## config.mk

```make
export PLATFORM = sky130hd
export DESIGN_NAME = bcd_to_bin
export DESIGN_NICKNAME = d
export VERILOG_FILES = /design/src/rtl/bcd_pkg.sv /design/src/rtl/bcd_mac10.sv /design/src/rtl/bcd_to_bin.sv
export SDC_FILE = /design/constraint.sdc
export NUM_CORES = 1
export LEC_CHECK = 0
export ABC_AREA = 1
export CORE_ASPECT_RATIO = 1.2
export CORE_UTILIZATION = 40
export DETAILED_ROUTE_END_ITERATION = 10
export GPL_ROUTABILITY_DRIVEN = 0
export GPL_TIMING_DRIVEN = 0
export HOLD_SLACK_MARGIN = 0.15
export PLACE_DENSITY = 0.59
export SLEW_MARGIN = 0
export SYNTH_ARGS = -nofsm -noshare
export SYNTH_HDL_FRONTEND = slang
export SYNTH_SLANG_ARGS = --single-unit
export TNS_END_PERCENT = 100
```

## constraint.sdc

```tcl
create_clock -name clk -period 3.1 [get_ports clk]
set_clock_uncertainty 0.1 [all_clocks]
set_input_delay 0.93 -clock clk [delete_from_list [all_inputs] [get_ports clk]]
set_output_delay 0.93 -clock clk [all_outputs]
set_load 0.005 [all_outputs]
```

## src/rtl/bcd_pkg.sv

```systemverilog
`default_nettype none
// +----------------------------------------------------------------------------+
// | Module   : bcd_pkg                                                         |
// | Purpose  : Shared widths and FSM state encoding for the 3-digit BCD to     |
// |            binary converter.                                               |
// | Contents : DIGITS, BIN_W, BCD_W, state_t (IDLE, CONV, DONE)                |
// | Revision : 1.0 - initial release                                           |
// +----------------------------------------------------------------------------+
package bcd_pkg;

  localparam int DIGITS = 3;   // BCD digits per operand
  localparam int BIN_W  = 10;  // enough for 0..999
  localparam int BCD_W  = 4;   // one BCD digit

  typedef enum logic [1:0] {
    IDLE = 2'd0,
    CONV = 2'd1,
    DONE = 2'd2
  } state_t;

endpackage
`default_nettype wire

```

## src/rtl/bcd_mac10.sv

```systemverilog
`default_nettype none
// +----------------------------------------------------------------------------+
// | Module   : bcd_mac10                                                       |
// | Purpose  : Combinational multiply-by-10-and-add step, result = acc*10+digit|
// | Ports    : acc    [BIN_W-1:0] in  - running binary accumulator             |
// |            digit  [BCD_W-1:0] in  - next BCD digit                         |
// |            result [BIN_W-1:0] out - acc*10 + digit, truncated to BIN_W     |
// | Revision : 1.0 - initial release                                           |
// +----------------------------------------------------------------------------+
module bcd_mac10
  import bcd_pkg::*;
(
  input  logic [BIN_W-1:0] acc,
  input  logic [BCD_W-1:0] digit,
  output logic [BIN_W-1:0] result
);

  localparam int WIDE_W = BIN_W + 4;

  // Four guard bits keep the full sum (acc*10 fits in BIN_W+4 bits) before
  // truncation, so valid inputs up to 999 never wrap.
  logic [WIDE_W-1:0] acc_wide;
  logic [WIDE_W-1:0] sum_wide;
  logic              unused_hi;

  assign acc_wide  = {4'b0000, acc};
  assign sum_wide  = (acc_wide << 3) + (acc_wide << 1) + {{BIN_W{1'b0}}, digit};
  assign result    = sum_wide[BIN_W-1:0];

  // Upper bits are only non-zero when an invalid digit inflated the
  // accumulator; that result is discarded by the error path anyway.
  assign unused_hi = &{1'b0, sum_wide[WIDE_W-1:BIN_W]};

endmodule
`default_nettype wire

```

## src/rtl/bcd_to_bin.sv

```systemverilog
`default_nettype none
// +----------------------------------------------------------------------------+
// | Module   : bcd_to_bin                                                      |
// | Purpose  : Sequential 3-digit BCD to binary converter with valid/ready     |
// |            handshakes on both sides. One digit is folded in per cycle.     |
// | Ports    : clk, rst_b (async, active-low)                                  |
// |            in_valid/in_ready    - operand handshake                        |
// |            cif_s/cif_z/cif_u    - hundreds/tens/units BCD digits           |
// |            out_valid/out_ready  - result handshake                         |
// |            bin [9:0]            - binary result (0 when err)               |
// |            err                  - some captured digit was > 9              |
// | Revision : 1.0 - initial release                                           |
// +----------------------------------------------------------------------------+
module bcd_to_bin
  import bcd_pkg::*;
#(
  parameter int DIGITS = 3
) (
  input  logic             clk,
  input  logic             rst_b,
  input  logic             in_valid,
  output logic             in_ready,
  input  logic [BCD_W-1:0] cif_s,
  input  logic [BCD_W-1:0] cif_z,
  input  logic [BCD_W-1:0] cif_u,
  output logic             out_valid,
  input  logic             out_ready,
  output logic [BIN_W-1:0] bin,
  output logic             err
);

  localparam int             IDX_W    = 2;
  localparam logic [IDX_W-1:0] LAST_IDX = IDX_W'(DIGITS - 1);

  state_t           state;
  logic [IDX_W-1:0] idx;
  logic [BIN_W-1:0] acc;
  logic [BIN_W-1:0] mac_out;
  logic [BCD_W-1:0] dig_s;
  logic [BCD_W-1:0] dig_z;
  logic [BCD_W-1:0] dig_u;
  logic [BCD_W-1:0] cur_digit;
  logic             err_flag;

  // Decoded from state alone so the producer sees no combinational path
  // from in_valid back to in_ready.
  assign in_ready = (state == IDLE);

  // Most significant digit first: acc = ((s*10)+z)*10+u.
  always_comb begin
    cur_digit = dig_u;
    case (idx)
      2'd0:    cur_digit = dig_s;
      2'd1:    cur_digit = dig_z;
      default: cur_digit = dig_u;
    endcase
  end

  bcd_mac10 u_mac (
    .acc    (acc),
    .digit  (cur_digit),
    .result (mac_out)
  );

  always_ff @(posedge clk or negedge rst_b) begin
    if (!rst_b) begin
      state     <= IDLE;
      idx       <= '0;
      acc       <= '0;
      dig_s     <= '0;
      dig_z     <= '0;
      dig_u     <= '0;
      err_flag  <= 1'b0;
      out_valid <= 1'b0;
      bin       <= '0;
      err       <= 1'b0;
    end else begin
      case (state)
        IDLE: begin
          if (in_valid) begin
            dig_s    <= cif_s;
            dig_z    <= cif_z;
            dig_u    <= cif_u;
            acc      <= '0;
            idx      <= '0;
            err_flag <= (cif_s > 4'd9) | (cif_z > 4'd9) | (cif_u > 4'd9);
            state    <= CONV;
          end
        end
        CONV: begin
          // Invalid digits still run all steps so latency is data-independent.
          acc <= mac_out;
          idx <= idx + 1'b1;
          if (idx == LAST_IDX) begin
            state     <= DONE;
            out_valid <= 1'b1;
            bin       <= err_flag ? '0 : mac_out;
            err       <= err_flag;
          end
        end
        DONE: begin
          // bin/err are left untouched so they persist after the handshake.
          if (out_ready) begin
            state     <= IDLE;
            out_valid <= 1'b0;
          end
        end
        default: begin
          state     <= IDLE;
          out_valid <= 1'b0;
        end
      endcase
    end
  end

endmodule
`default_nettype wire

```

* Yosys cells after proc, flatten, opt, wreduce, memory -nomap -nowiden
Index checks and enable logic that the tools add are counted.
Word-level totals: input port bits 16, bits in registers 38
Cells by class: multiplexer cells 13, eq/ne operators 7, order comparisons 3, bitwise logic cells 3, reductions and logical operators 8, add/subtract/negate cells 3
Operators by type and width (count):
- case mux 9 bit (2 select lines) | 1
- > comparator 4 bit (second input constant) | 3
- adder 10 bit | 1
- adder 10 x 4 -> 10 bit | 1
- 2-to-1 mux 10 bit | 1
- 2-to-1 mux 9 bit | 1
- 2-to-1 mux 2 bit | 4
- case mux 4 bit (2 select lines) | 1
- inequality test 2 bit (second input constant) | 3
- case mux 2 bit (3 select lines) | 1
- AND reduction 2 bit | 3
- AND reduction 3 bit | 2
- == test 2 x 1 -> 1 bit (second input constant) | 2
- == test 2 bit (second input constant) | 2
- zero test 2 bit | 2
- case mux 2 bit (2 select lines) | 1
- case mux 1 bit (3 select lines) | 1
- adder 2 x 1 -> 2 bit (second input constant) | 1
- 2-to-1 mux 1 bit | 2
- OR 1 bit | 2
- nonzero test 2 bit | 1
- NOT 1 bit | 1

* Longest topological paths before layout
Gate-level depths: netlist of run 1.
depth in word-level cells 4, mapped depth 15, mapped depth without buffers 15

* Cells and area by module
A second synthesis of run 1 with hierarchy kept.
Unflattened totals: cells, all modules 265, area, all modules 2177.1 um^2
By module, submodules not included:
- bcd_to_bin | area each 1667.8 um^2, times used 1, cells each 189, sequential area each 975.9 um^2
- bcd_mac10 | area each 509.2 um^2, times used 1, cells each 76, sequential area each 0.0 um^2

* Least setup slack after synthesis of run 1
Ideal clock, no wire load.
path kind reg-to-reg, from register idx[0], to register acc[6], stages on the path, launching flop included 13, data required time 2.881 ns, arrival time 2.495 ns, slack 0.386 ns, path through dfrtp_1 > inv_1 > ha_1 > nor2_1 > a21oi_1 > fa_1 > inv_1 > fa_1 > nand3_1 > nand2_1 > or2_2 > nand3_1 > o21ai_2
Between the ends: word-level cells in the longest chain between the ends 4
Ends and longest elaborated chain:
- start, declared | line bcd_to_bin.sv:36 | logic [IDX_W-1:0] idx;
- start signal, assigned | line bcd_to_bin.sv:93 | idx <= idx + 1'b1;
- == test 2 x 1 -> 1 bit or zero test 2 bit (tied branches) | line bcd_to_bin.sv:52 | case (idx)
- case mux 4 bit (2 select lines) (*) | line bcd_to_bin.sv:52
- adder 10 x 4 -> 10 bit (*) | line bcd_mac10.sv:27 | assign sum_wide = (acc_wide << 3) + (acc_wide << 1) + {{BIN_W{1'b0}}, digit};
- case mux 9 bit (2 select lines) (*) | line bcd_to_bin.sv:78 | case (state)
- end signal, assigned | line bcd_to_bin.sv:92 | acc <= mac_out;
- end, declared | line bcd_to_bin.sv:37 | logic [BIN_W-1:0] acc;
Mark *: on every way between the ends. The rest lies on a longest branch, timed or not. A chain may end at the register's enable or synchronous reset.

* Worst setup path after layout of run 1
from register idx[1], to register acc[6]
The elaborated chain is that of the path after synthesis.

==> out/metrics.yaml, run 1 <==
synthMuxAreaShare_pct: 0
antenna_found_initial: 0
synthAdderAreaFrac_pct: 12.14
dieArea_um2: 5499
finalWorstSetupSlack_ps: 211.8
avgSynthCellArea_um2: 8.395
vias_per_cell: 4.776
register_area_um2: 950.9
grt_pass1_vias: 1482
maxSlewViolCount: 0
slew_headroom_pct: 43.09
maxCapViolations: 0
fmax_mhz: 346.2
ys_seq_elements: 38
mostFrequentLayoutCells: "nand2_1, dfrtp_1, clkdlybuf4s50_1"
worst_setup_path_end_kind: "flip-flop"
drc: 0
critPathMaxFanout: 5
initial_core_util_pct: 41.85
clkSinkCount: 38
synth-simple-area-share_pct: 28.31
n_fill_cell: 496
status: "finished, final reports clean"
path_common_cell: "nand2_1"
crit_required_ps: 3180
p_per_area_nw_per_um2: 1112
path_class: "reg2reg"
drive_gt1_share_pct: 10.25
setup_viol: 0
ir_worst_vdd_v: 0.0003937
cts_tree: "done"
layout.nets: 318
vias: 1638
fin_util_pct: 51.36
start_kind: "flip-flop"
static-leakage-power_nw: 1.370
die_h_um: 81.03
worstSkewPairLatency_ps: 290
grt_use_total_pct: 17.63
max_stage_delay_ps: 480
grt_max_degree: 39
final_common_cell: "nand2_1"
tightest_slew_ps: 853.7
pin_count: 29
fin_crit_sh_pct: 93.17
synthesis.nets: 283
critPathSlowestCell: "fa_1"
htreeDepth: 2
io_buffers: 28
synth_compound_area_share_pct: 7.091
hpwl_um: 3256
cts_root_buf: "clkbuf_8"
clkTransAtPathRegs_ps: 80
rows: 28
core_um2: 4975
fin_crit_ps: 2888
ant_nets: 0
multiInputGateArea_um2: 1008
grt-ovfl-total: 0
synth_top_family_by_area: "simple AND/OR/NAND/NOR gates"
n_antenna_cell: 0
synthCells: 248
hold_viol_final: 0
numCtsBuffers: 5
yosysUniqueCellTypes: 25
die_w_um: 67.86
first_iter_violations: 89
routedWlPerCell_um: 12.34
grt_pass1_wl_um: 7024
synth_area_um2: 2082
first_pass_iters: 4
wl_um: 4233
yosysWarnings: 0
ys_seq_area_share_pct: 45.67
rsz0062_at_grt: "no"
synth_xor_xnor_area_share_pct: 0.4207
worst_ep_arrival_time_ps: 2970
cp_cell_sequence: "inv_1 -> ha_1 -> nand2_1 -> nand2_1 -> a21oi_1 -> fa_1 -> inv_1 -> fa_1 -> nand3_1 -> nand2_1 -> or2_2 -> nand3_1 -> o21ai_2"
place_ws_ps: 115.5
syn_to_final_growth_pct: 22.72
hold_path_class: "reg2reg"
cts_max_path_buffers: 2
finalPower_mw: 2.842
-- what timing repair did --
action / in CTS / in global routing
setup endpoints to repair: 0 / 4
hold buffers: 0 / 0
endpoints found under the hold margin: 0 / 0
buffers inserted: 0 / 0
resized for setup: 0 / 3
-- per-layer routing --
layer	vias up	share of wire [%]	global-route usage, %
met5	-	0	0
met4	0	0.64	3.750
met3	4	3.8	4.213
met2	36	52	31.09
met1	742	43	21.45
li1	856	-	-
-- worst max-delay path, delay by kind of cell, from the launching register on --
kind            cells  cell delay [ps]
buf+inv             2              200
flops               1              380
simple gates        6              740
compound gates      2              100
fa+ha+maj           3             1270
-- flip-flops by register name, indices dropped and copies added, names as in the netlist --
| register | count |
|---|---|
| acc | 9 |
| dig_z | 4 |
| out_valid | 1 |
| dig_u | 4 |
| idx | 2 |
| dig_s | 4 |
| state | 2 |
| bin | 10 |
| err | 1 |
| err_flag | 1 |
-- Yosys cell counts --
| cell | instances | share of area (%) |
|---|---|---|
| nand3_1 | 17 | 4.1 |
| nand2_1 | 101 | 18 |
| o21ai_2 | 2 | 0.84 |
| buf_4 | 2 | 0.72 |
| inv_1 | 25 | 4.5 |
| nor2_1 | 3 | 0.54 |
| or2_2 | 2 | 0.60 |
| nor2_4 | 2 | 1.1 |
| ha_1 | 17 | 10 |
| dfrtp_1 | 38 | 46 |
| nand2_4 | 1 | 0.54 |
| buf_2 | 1 | 0.24 |
| o21ai_0 | 8 | 1.9 |
| or2_1 | 1 | 0.30 |
| nand3b_1 | 2 | 0.72 |
| o21ai_1 | 6 | 1.4 |
| a21oi_1 | 6 | 1.4 |
| a41oi_1 | 1 | 0.42 |
| a22o_1 | 1 | 0.42 |
| nor2_8 | 2 | 1.9 |
| xnor2_1 | 1 | 0.42 |
| fa_1 | 2 | 1.9 |
| o22ai_2 | 1 | 0.60 |
| inv_2 | 5 | 0.90 |
| nand2_2 | 1 | 0.30 |
-- power by group --
| part | internal, mW | switching [mW] | leakage, nW | total, mW |
|---|---|---|---|---|
| clock | 0.257 | 0.173 | 0.0573 | 0.431 |
| sequential | 0.712 | 0.141 | 0.481 | 0.853 |
| combinational | 0.639 | 0.919 | 0.832 | 1.56 |
| total | 1.61 | 1.23 | 1.37 | 2.84 |
-- path summary, 6_finish.rpt --
kind	from	to	slack, ps	cells after the start
min in group asynchronous	rst_b	acc[7]$_DFFE_PN0P_	640	1
max in group asynchronous	rst_b	bin[1]$_DFFE_PN0P_	1710	1
worst min register to register	dig_s[3]$_DFFE_PN0P_	dig_s[3]$_DFFE_PN0P_	370	2
worst min-delay path	dig_s[3]$_DFFE_PN0P_	dig_s[3]$_DFFE_PN0P_	370	2
worst max register to register	idx[1]$_DFFE_PN0P_	acc[6]$_DFFE_PN0P_	210	13
worst max-delay path	idx[1]$_DFFE_PN0P_	acc[6]$_DFFE_PN0P_	210	13
-- metrics by stage --
stage                     std cells  setup TNS, ps  hold slack, ps  instance area, um^2
after floorplan                 248              0           341.7                 2082
after global placement          336         -40.44           356.8                 2437
after detailed placement        336              0           360.4                 2432
after CTS                       343              0           379.1                 2545
after global routing            343              0           398.2                 2555
final                           343              0           373.3                 2555
-- cell type report --
type,instances,share of cell area [%]
plain buffers,3,0.7835
well taps,60,2.938
clock buffers,6,3.232
repair buffers,28,10.77
flip-flops and latches,38,37.22
multi-input cells,177,39.47
clock inverters,1,1.175
inverters,30,4.407
-- cells by family (layout without fill, tap and decap cells) --
logic type	Yosys count	count (layout)
flops	38	38
simple gates	132	132
xor+xnor	1	1
fa+ha+maj	19	19
buf+inv	33	68
compound gates	25	25
Power figures use the tool's default switching activity.
==> inputs of run 2 (changes only) <==
--- a/config.mk
+++ b/config.mk
@@ -11,7 +11,7 @@
 export DETAILED_ROUTE_END_ITERATION = 10
 export GPL_ROUTABILITY_DRIVEN = 0
 export GPL_TIMING_DRIVEN = 0
-export HOLD_SLACK_MARGIN = 0.15
+export HOLD_SLACK_MARGIN = 0.1
 export PLACE_DENSITY = 0.59
 export SLEW_MARGIN = 0
 export SYNTH_ARGS = -nofsm -noshare
==> results of run 2 <==
Same layout as run 1: the final DEF is identical, and so are final timing and power.
==> inputs of run 3 (changes only) <==
--- a/config.mk
+++ b/config.mk
@@ -6,11 +6,11 @@
 export NUM_CORES = 1
 export LEC_CHECK = 0
 export ABC_AREA = 1
+export CAP_MARGIN = 5
 export CORE_ASPECT_RATIO = 1.2
 export CORE_UTILIZATION = 40
 export DETAILED_ROUTE_END_ITERATION = 10
 export GPL_ROUTABILITY_DRIVEN = 0
-export GPL_TIMING_DRIVEN = 0
 export HOLD_SLACK_MARGIN = 0.1
 export PLACE_DENSITY = 0.59
 export SLEW_MARGIN = 0
==> run 3 against run 2 <==
  * Utilization decreased by 0.73 points
  * Wire length up 3.7%
  * Count of clock-buffer cells in the layout rose by 1
  * Via count grew 1.7%
  * Sequential power up 2%
  * Fmax is essentially flat
  * Critical path type unchanged
  * Largest cell class unchanged
==> out/metrics.yaml, run 3 (synthesis gave the netlist of run 1 again) <==
fmax_mhz: 346.3
place_ws_ps: 228.7
clkTransAtPathRegs_ps: 70
drive_gt1_share_pct: 8.185
mostFrequentLayoutCells: "nand2_1, dfrtp_1, clkdlybuf4s50_1"
vias: 1666
final_cell_area_um2: 2519
layout.nets: 315
ant_nets: 0
worst_setup_path_end_kind: "flip-flop"
io_buffers: 28
setup_viol: 0
r2r_cells: 12
ir_worst_vdd_v: 0.0003878
path_buf_inv: 2
rsz0062_at_grt: "no"
fin_util_pct: 50.63
cp_cell_sequence: "inv_1 -> ha_1 -> nor2_1 -> a21oi_1 -> fa_1 -> inv_1 -> fa_1 -> nand3_1 -> nand2_1 -> or2_2 -> nand3_1 -> o21ai_2"
worst_ep_arrival_time_ps: 2970
crit_required_ps: 3190
finalPower_mw: 2.806
slew_headroom_pct: 43.93
critPathSlowestCell: "fa_1"
first_pass_iters: 4
grt_pass1_vias: 1628
fin_crit_ps: 2888
hold_viol_final: 0
post_cts.repair.setup_buffers: 0
register_area_um2: 950.9
post_dp_cell_area_um2: 2412
htreeDepth: 2
routedWlPerCell_um: 12.87
status: "finished, final reports clean"
multiInputGateArea_um2: 998.5
clkSinkCount: 38
vias_per_cell: 4.886
largest_reg_flops: 10
cts_root_buf: "clkbuf_8"
maxCapViolations: 0
n_antenna_cell: 0
top_regs: "bin: 10 flops, acc: 9 flops"
grt-ovfl-total: 0
worstSkewPairLatency_ps: 290
cts_max_path_buffers: 2
cts_resized: 0
grt_max_degree: 39
antenna_found_initial: 0
placed_cells: 333
rows: 28
grt_pass1_wl_um: 7500
hold_path_class: "reg2reg"
critPathMaxFanout: 5
syn_to_final_growth_pct: 20.97
wl_um: 4390
hpwl_um: 3351
min_path_cells: 2
start_kind: "flip-flop"
critical-path-top-delay-family: "adder cells"
numCtsBuffers: 5
cp_num_cells: 12
grt_use_total_pct: 19.00
timing.hold.ws_ps: 380.0
maxSlewViolCount: 0
tightest_slew_ps: 841.0
final_common_cell: "nand2_1"
finalWorstSetupSlack_ps: 212.4
die_w_um: 67.86
fin_tns_setup_ps: 0
hold_buffers: 0
cts_tree: "done"
fin_crit_sh_pct: 93.15
core_um2: 4975
pin_count: 29
p_per_area_nw_per_um2: 1114
fin_cells: 341
die_h_um: 81.03
first_iter_violations: 69
n_fill_cell: 493
path_class: "reg2reg"
initial_core_util_pct: 41.85
max_stage_delay_ps: 480
largest-register: "bin"
dieArea_um2: 5499
static-leakage-power_nw: 1.353
drc: 0
## run 3: layout make-up
cell class                 instances  area share [%]
timing repair buffer              28           10.93
inverter                          30           4.471
sequential                        38           37.75
tap                               60           2.981
clock buffer                       7           3.030
multi-input combinational        177           39.64
clock inverter                     1           1.192
## run 3: path summary, 6_finish.rpt
kind,slack [ps],start,endpoint
worst max-delay path,210,idx[0]$_DFFE_PN0P_,acc[6]$_DFFE_PN0P_
worst min-delay path,380,bin[5]$_DFFE_PN0P_,bin[5]$_DFFE_PN0P_
worst max register to register,210,idx[0]$_DFFE_PN0P_,acc[6]$_DFFE_PN0P_
worst min register to register,380,bin[5]$_DFFE_PN0P_,bin[5]$_DFFE_PN0P_
max in group asynchronous,1730,rst_b,dig_z[3]$_DFFE_PN0P_
min in group asynchronous,630,rst_b,acc[7]$_DFFE_PN0P_
## run 3: worst reg2reg max path, delay by kind of cell, from the launching register on
kind,cells,cell delay (ps)
AND/OR/NAND/NOR,5,780
buffers and inverters,2,150
adder cells (fa/ha/maj),3,1190
AO/OA/AOI/OAI,2,180
flip-flops,1,390
## run 3: power breakdown
part	internal [mW]	switching (mW)	leakage (nW)	total, mW
clock network	0.241	0.173	0.0524	0.414
logic	0.615	0.911	0.820	1.53
registers	0.713	0.154	0.481	0.867
total	1.57	1.24	1.35	2.81
## run 3: metal layers
layer | routed length (um) | global-route usage, %
met4 | 76 | 6.875
met3 | 168 | 4.635
met2 | 2267 | 34.55
met1 | 1877 | 20.92
met5 | 0 | 0
